**config.mk**
```make
export PLATFORM = sky130hd
export DESIGN_NAME = reg_to_axi_lite
export DESIGN_NICKNAME = d
export VERILOG_FILES = /design/src/rtl/reg_to_axi_lite.sv
export SDC_FILE = /design/constraint.sdc
export NUM_CORES = 1
export LEC_CHECK = 0
export CAP_MARGIN = 40
export CORE_ASPECT_RATIO = 1.75
export CORE_MARGIN = 5
export CORE_UTILIZATION = 42
export DETAILED_ROUTE_END_ITERATION = 10
export GPL_ROUTABILITY_DRIVEN = 0
export GPL_TIMING_DRIVEN = 1
export HOLD_SLACK_MARGIN = 0.06
export PLACE_DENSITY = 0.86
export SYNTH_ARGS = -nofsm -noshare
export SYNTH_HDL_FRONTEND = slang
export SYNTH_SLANG_ARGS = --single-unit
```
**constraint.sdc**
```tcl
create_clock -name clk_i -period 5.3 [get_ports clk_i]
set_clock_uncertainty 0.1 [all_clocks]
set_input_delay 1.59 -clock clk_i [delete_from_list [all_inputs] [get_ports clk_i]]
set_output_delay 1.59 -clock clk_i [all_outputs]
set_load 0.005 [all_outputs]
```
**src/rtl/reg_to_axi_lite.sv**
```systemverilog
`default_nettype none
// ============================================================================
// Module   : reg_to_axi_lite
// Brief    : Single-outstanding bridge from a regbus initiator to an
//            AXI4-Lite subordinate. One regbus request maps to one AXI read
//            or write, answered by a one-cycle regbus ready beat.
// Revision : 1.0 - initial release
// ============================================================================

package reg_to_axi_lite_pkg;

    localparam int unsigned ADDR_WIDTH = 48;
    localparam int unsigned DATA_WIDTH = 32;
    localparam int unsigned STRB_WIDTH = DATA_WIDTH / 8;

    typedef logic [ADDR_WIDTH-1:0] addr_t;
    typedef logic [DATA_WIDTH-1:0] data_t;
    typedef logic [STRB_WIDTH-1:0] strb_t;

    typedef struct packed {
        addr_t addr;
        logic  write;
        data_t wdata;
        strb_t wstrb;
        logic  valid;
    } reg_req_t;

    typedef struct packed {
        data_t rdata;
        logic  error;
        logic  ready;
    } reg_rsp_t;

    typedef struct packed {
        addr_t      addr;
        logic [2:0] prot;
    } axi_ax_t;

    typedef struct packed {
        data_t data;
        strb_t strb;
    } axi_w_t;

    typedef struct packed {
        logic [1:0] resp;
    } axi_b_t;

    typedef struct packed {
        data_t      data;
        logic [1:0] resp;
    } axi_r_t;

    typedef struct packed {
        axi_ax_t aw;
        logic    aw_valid;
        axi_w_t  w;
        logic    w_valid;
        logic    b_ready;
        axi_ax_t ar;
        logic    ar_valid;
        logic    r_ready;
    } axi_lite_req_t;

    typedef struct packed {
        logic   aw_ready;
        logic   w_ready;
        axi_b_t b;
        logic   b_valid;
        logic   ar_ready;
        axi_r_t r;
        logic   r_valid;
    } axi_lite_rsp_t;

endpackage

module reg_to_axi_lite #(
    parameter int unsigned ADDR_WIDTH     = 48,
    parameter int unsigned DATA_WIDTH     = 32,
    parameter logic [2:0]  AXI_PROT       = 3'b000,
    parameter type         reg_req_t      = reg_to_axi_lite_pkg::reg_req_t,
    parameter type         reg_rsp_t      = reg_to_axi_lite_pkg::reg_rsp_t,
    parameter type         axi_lite_req_t = reg_to_axi_lite_pkg::axi_lite_req_t,
    parameter type         axi_lite_rsp_t = reg_to_axi_lite_pkg::axi_lite_rsp_t
) (
    input  logic          clk_i,
    input  logic          rst_ni,
    input  reg_req_t      reg_req_i,
    output reg_rsp_t      reg_rsp_o,
    output axi_lite_req_t axi_lite_req_o,
    input  axi_lite_rsp_t axi_lite_rsp_i
);

    localparam int unsigned STRB_WIDTH = DATA_WIDTH / 8;
    localparam logic [1:0]  RESP_OKAY  = 2'b00;

    typedef enum logic [2:0] {
        ST_IDLE  = 3'd0,
        ST_WR    = 3'd1,
        ST_WR_B  = 3'd2,
        ST_RD_AR = 3'd3,
        ST_RD_R  = 3'd4,
        ST_RSP   = 3'd5
    } state_t;

    state_t                  r_state;
    logic [ADDR_WIDTH-1:0]   r_addr;
    logic [DATA_WIDTH-1:0]   r_wdata;
    logic [STRB_WIDTH-1:0]   r_wstrb;
    logic [DATA_WIDTH-1:0]   r_rdata;
    logic                    r_error;
    logic                    r_aw_done;
    logic                    r_w_done;
    logic                    r_aw_valid;
    logic                    r_w_valid;
    logic                    r_b_ready;
    logic                    r_ar_valid;
    logic                    r_r_ready;
    logic                    r_rsp_ready;

    logic w_aw_hs;
    logic w_w_hs;
    logic w_aw_all;
    logic w_w_all;

    assign w_aw_hs  = r_aw_valid & axi_lite_rsp_i.aw_ready;
    assign w_w_hs   = r_w_valid  & axi_lite_rsp_i.w_ready;
    // Counts a handshake landing this cycle so a joint AW/W completion leaves WR at once
    assign w_aw_all = r_aw_done | w_aw_hs;
    assign w_w_all  = r_w_done  | w_w_hs;

    always_ff @(posedge clk_i or negedge rst_ni) begin
        if (!rst_ni) begin
            r_state     <= ST_IDLE;
            r_addr      <= '0;
            r_wdata     <= '0;
            r_wstrb     <= '0;
            r_rdata     <= '0;
            r_error     <= 1'b0;
            r_aw_done   <= 1'b0;
            r_w_done    <= 1'b0;
            r_aw_valid  <= 1'b0;
            r_w_valid   <= 1'b0;
            r_b_ready   <= 1'b0;
            r_ar_valid  <= 1'b0;
            r_r_ready   <= 1'b0;
            r_rsp_ready <= 1'b0;
        end else begin
            case (r_state)
                ST_IDLE: begin
                    if (reg_req_i.valid) begin
                        r_addr    <= reg_req_i.addr;
                        r_wdata   <= reg_req_i.wdata;
                        r_wstrb   <= reg_req_i.wstrb;
                        r_aw_done <= 1'b0;
                        r_w_done  <= 1'b0;
                        if (reg_req_i.write) begin
                            r_aw_valid <= 1'b1;
                            r_w_valid  <= 1'b1;
                            r_state    <= ST_WR;
                        end else begin
                            r_ar_valid <= 1'b1;
                            r_state    <= ST_RD_AR;
                        end
                    end
                end
                ST_WR: begin
                    if (w_aw_hs) begin
                        r_aw_valid <= 1'b0;
                        r_aw_done  <= 1'b1;
                    end
                    if (w_w_hs) begin
                        r_w_valid <= 1'b0;
                        r_w_done  <= 1'b1;
                    end
                    if (w_aw_all && w_w_all) begin
                        r_b_ready <= 1'b1;
                        r_state   <= ST_WR_B;
                    end
                end
                ST_WR_B: begin
                    if (axi_lite_rsp_i.b_valid) begin
                        r_b_ready   <= 1'b0;
                        r_error     <= (axi_lite_rsp_i.b.resp != RESP_OKAY);
                        r_rdata     <= '0;
                        r_rsp_ready <= 1'b1;
                        r_state     <= ST_RSP;
                    end
                end
                ST_RD_AR: begin
                    if (axi_lite_rsp_i.ar_ready) begin
                        r_ar_valid <= 1'b0;
                        r_r_ready  <= 1'b1;
                        r_state    <= ST_RD_R;
                    end
                end
                ST_RD_R: begin
                    if (axi_lite_rsp_i.r_valid) begin
                        r_r_ready   <= 1'b0;
                        r_rdata     <= axi_lite_rsp_i.r.data;
                        r_error     <= (axi_lite_rsp_i.r.resp != RESP_OKAY);
                        r_rsp_ready <= 1'b1;
                        r_state     <= ST_RSP;
                    end
                end
                ST_RSP: begin
                    r_rsp_ready <= 1'b0;
                    r_state     <= ST_IDLE;
                end
                default: begin
                    r_aw_valid  <= 1'b0;
                    r_w_valid   <= 1'b0;
                    r_b_ready   <= 1'b0;
                    r_ar_valid  <= 1'b0;
                    r_r_ready   <= 1'b0;
                    r_rsp_ready <= 1'b0;
                    r_state     <= ST_IDLE;
                end
            endcase
        end
    end

    always_comb begin
        axi_lite_req_o          = '0;
        axi_lite_req_o.aw.addr  = r_addr;
        axi_lite_req_o.aw.prot  = AXI_PROT;
        axi_lite_req_o.aw_valid = r_aw_valid;
        axi_lite_req_o.w.data   = r_wdata;
        axi_lite_req_o.w.strb   = r_wstrb;
        axi_lite_req_o.w_valid  = r_w_valid;
        axi_lite_req_o.b_ready  = r_b_ready;
        axi_lite_req_o.ar.addr  = r_addr;
        axi_lite_req_o.ar.prot  = AXI_PROT;
        axi_lite_req_o.ar_valid = r_ar_valid;
        axi_lite_req_o.r_ready  = r_r_ready;
    end

    always_comb begin
        reg_rsp_o       = '0;
        reg_rsp_o.rdata = r_rdata;
        reg_rsp_o.error = r_error;
        reg_rsp_o.ready = r_rsp_ready;
    end

endmodule

`default_nettype wire

```
==> results by group <==
Outcome
  • Status: complete, no violations

Setup path
  • Crit path cell chain: clkdlybuf4s50_1 -> or3b_4 -> nor2_8 -> buf_12 -> mux2_2
  • Slowest CP cell: nor2_8
  • FF-to-FF path depth: 4
  • Nature of the critical path endpoint: register
  • CP Buf/Inv Count: 2
  • Reg-to-Reg Start: r_state[1]
  • Reg-to-reg setup timing slack: 2.60 ns
  • Worst EP arrival: 3.88 ns
  • Critical path launch point type: primary input
  • Delay-heaviest family, CP: simple AND/OR/NAND/NOR gates
  • RR Endpoint: r_addr[13]
  • CP Class: in -> reg
  • Crit path max fanout: between 50 and 60
  • Worst path max stage delay: about 0.53 ns
  • WP data required: approximately 5.5 ns

Clock network
  • Clk_lat worst skew: around 0.40 ns
  • Cts repair resizes: 0
  • H-Tree Depth: 4
  • Root Driver: clkbuf_16
  • CTS tree: yes
  • Postcts setup bufs: 0
  • Clock sinks: 128
  • Post-CTS Hold Fix Bufs: 0
  • Clock buffer count from CTS: 17
  • Worst-path clk slew: 0.06 ns
  • Buffers from clock root to sink, at most: 2

Cells and area
  • Share of layout cells above drive strength 1: 0.159
  • Diode count: 0
  • Final Cell Area: 9000 um2
  • Area growth, synth to finish: 58.5%
  • Layout net count: 834
  • Filler-free cell count of the finished design: 892

GRT
  • Largest net degree at the start of global routing: 69
  • Global Route Usage Sum: 0.201
  • GRT overflow: 0
  • Vias in the first global route: 4626
  • Initial antenna violation count: 0
  • First-pass GRT wire length: 25.3 mm

Floorplanning
  • DIE AREA: 16000 um2
  • Num ports: 306
  • Die width: 97.9 um
  • Chip height: 164 um
  • Row cnt: 56
  • Core footprint: 13300 um2
  • Initial Util: 0.426

STA
  • RSZ-0062 raised after global routing: no
  • Worst slew pin tran: between 0.7 and 0.8 ns
  • Fmax: 270 MHz
  • Setup TNS: 0 ns
  • Max-slew headroom: 0.470
  • Final setup viols: 0
  • Final hold slack: 0.379 ns
  • Post-route clock period utilization: 0.699
  • Max-slew violations: 0
  • Final Hold Vio Count: 0
  • Min Tclk post-route: 3.71 ns

Synthesis
  • Avg Cell Area, Syn: roughly 12 um2
  • Sequential area share after synthesis: 0.564
  • Synth Flop Type: dfrtp_1
  • Mapped Area: 5680 um2
  • Async S/R FF share, synth: 1.00
  • Number of synthesized flops with an enable pin: 0
  • Cells after Synth: 464
  • Yosys warns: 0
  • Unique masters post-synth: 34
  • Synth Register Bits: ~130

Placed design
  • Placed cell area: ~8400 um2
  • Post-DP HPWL: between 10 and 15 mm
  • Port bufs: roughly 300
  • Inst Count DP: 860

Power and ir drop
  • Leak pwr: 3.73 nW
  • Peak VDD IR: 0.000358 V
  • Power share of the combinational group: 0.434
  • Sequential power share: 0.332
  • Net load switching power: 1.58 mW
  • Pwr dens: around 600 nW/um2
  • Int Power: 3.85 mW
  • Switching share of power: 0.291
  • Clock power share: 0.234
  • Overall Power: 5.43 mW

Detailed routing
  • DRT Pass-1 Iters: 7
  • Via-to-Cell Ratio: slightly below 5
  • Post-DRT Antenna Nets: 0
  • Routed WL: 16.6 mm
  • Detailed Route Iter0 Violations: 113
  • Via count of the routed design: about 4400
  • WL/cell: 18.7 um
  • DRC: 0

Min path
  • Hold Path Origin: r_rdata[0]
  • Hold Path Sink: r_rdata[0]
  • WHS Path Cells: 2
  • Min-Delay Path Class: reg -> reg

Job
  • Max cap viols: 0
==> power groups by stage <==
stage / Clock [mW] / Combinational (mW) / Sequential, mW
after global routing: 1.34 / 2.51 / 1.87
after floorplan: 0 / 1.17 / 1.73
after detailed placement: 0 / 2.38 / 1.82
final: 1.27 / 2.35 / 1.80
after CTS: 1.29 / 2.39 / 1.81
after global placement: 0 / 2.29 / 1.78
==> cells in the mapped netlist, types with 2 or more instances <==
master | n | area (um2)
dfrtp_1 | 128 | 3200
nand2_1 | 71 | 267
buf_4 | 67 | 503
mux2_2 | 57 | 642
o21ai_0 | 38 | 190
mux2_4 | 18 | 270
a21oi_1 | 9 | 45.0
clkbuf_1 | 9 | 33.8
inv_1 | 9 | 33.8
mux2_1 | 9 | 101
a31oi_1 | 6 | 37.5
buf_2 | 6 | 30.0
nor2_1 | 5 | 18.8
nor3_1 | 4 | 20.0
o211ai_1 | 4 | 30.0
buf_12 | 3 | 60.1
and3b_1 | 2 | 17.5
mux2i_1 | 2 | 20.0
o32ai_1 | 2 | 17.5
==> worst max-delay path by stage <==
| stage | startpoint | end | slack, ns | cells past startpoint |
|---|---|---|---|---|
| 2_1_floorplan | reg_req_i[0] | r_addr[32] | 2.37 | 5 |
| 3_3_place_gp | reg_req_i[0] | r_wdata[25] | 1.27 | 5 |
| 3_5_place_dp | reg_req_i[0] | r_addr[20] | 1.21 | 5 |
| 4_1_cts | reg_req_i[0] | r_addr[13] | 1.64 | 5 |
| 5_1_grt | reg_req_i[0] | r_addr[13] | 1.54 | 5 |
| 6_report | reg_req_i[0] | r_addr[13] | 1.59 | 5 |
==> metal layers <==
| layer | share of wire | track usage | up-vias |
|---|---|---|---|
| met1 | 0.33 | 0.202 | 2157 |
| met4 | 0.038 | 0.0920 | 0 |
| met2 | 0.56 | 0.378 | 229 |
| li1 | - | - | 1993 |
| met5 | 0 | 0 | - |
| met3 | 0.069 | 0.0595 | 38 |
==> cell type report <==
cell class	instances	area [um2]
Clock buffer	19	433
Clock inverter	13	211
Fill cell	973	4320
Inverter	9	33.8
Multi-Input combinational cell	246	1830
Sequential cell	128	3200
Tap cell	174	218
Timing Repair Buffer	303	3070
==> cells by family (layout without fill, tap and decap cells) <==
| family | count (synthesis) | count (layout) | share of synthesized area |
|---|---|---|---|
| AOI/OAI and AO/OA | 65 | 65 | 0.0642 |
| buffers and inverters | 95 | 344 | 0.119 |
| DFF | 128 | 128 | 0.564 |
| muxes | 86 | 86 | 0.182 |
| other | 1 | 6 | 0.000661 |
| and+or+nand+nor | 89 | 89 | 0.0697 |
==> worst min-delay path, delay by kind of cell (launching register included) <==
kind            cells  cell delay [ns]
simple gates        1             0.05
flops               1             0.34
compound gates      1             0.06
==> flip-flops by register name (all words and copies together) (netlist names), 3 cells and up <==
name	count
r_addr	48
r_rdata	32
r_wdata	32
r_wstrb	4
r_state	3
==> through the flow <==
| step | setup WS [ns] | utilization |
|---|---|---|
| after floorplan | 2.37 | - |
| after global placement | 1.27 | 0.625 |
| after detailed placement | 1.21 | 0.627 |
| after CTS | 1.64 | 0.676 |
| after global routing | 1.54 | 0.676 |
| final | 1.59 | 0.676 |
==> cell usage in the layout, fill, tap and decap left out, types with 3 or more instances in the layout <==
master / count
a21oi_1: 9
a31oi_1: 6
buf_12: 3
bufinv_16: 5
clkbuf_16: 17
clkdlybuf4s50_1: 298
clkinvlp_4: 4
conb_1: 6
dfrtp_1: 128
inv_1: 9
mux2_1: 9
mux2_2: 57
mux2_4: 18
nand2_1: 71
nor2_1: 5
nor3_1: 4
o211ai_1: 4
o21ai_0: 38
(Power assumes the default switching activity.)
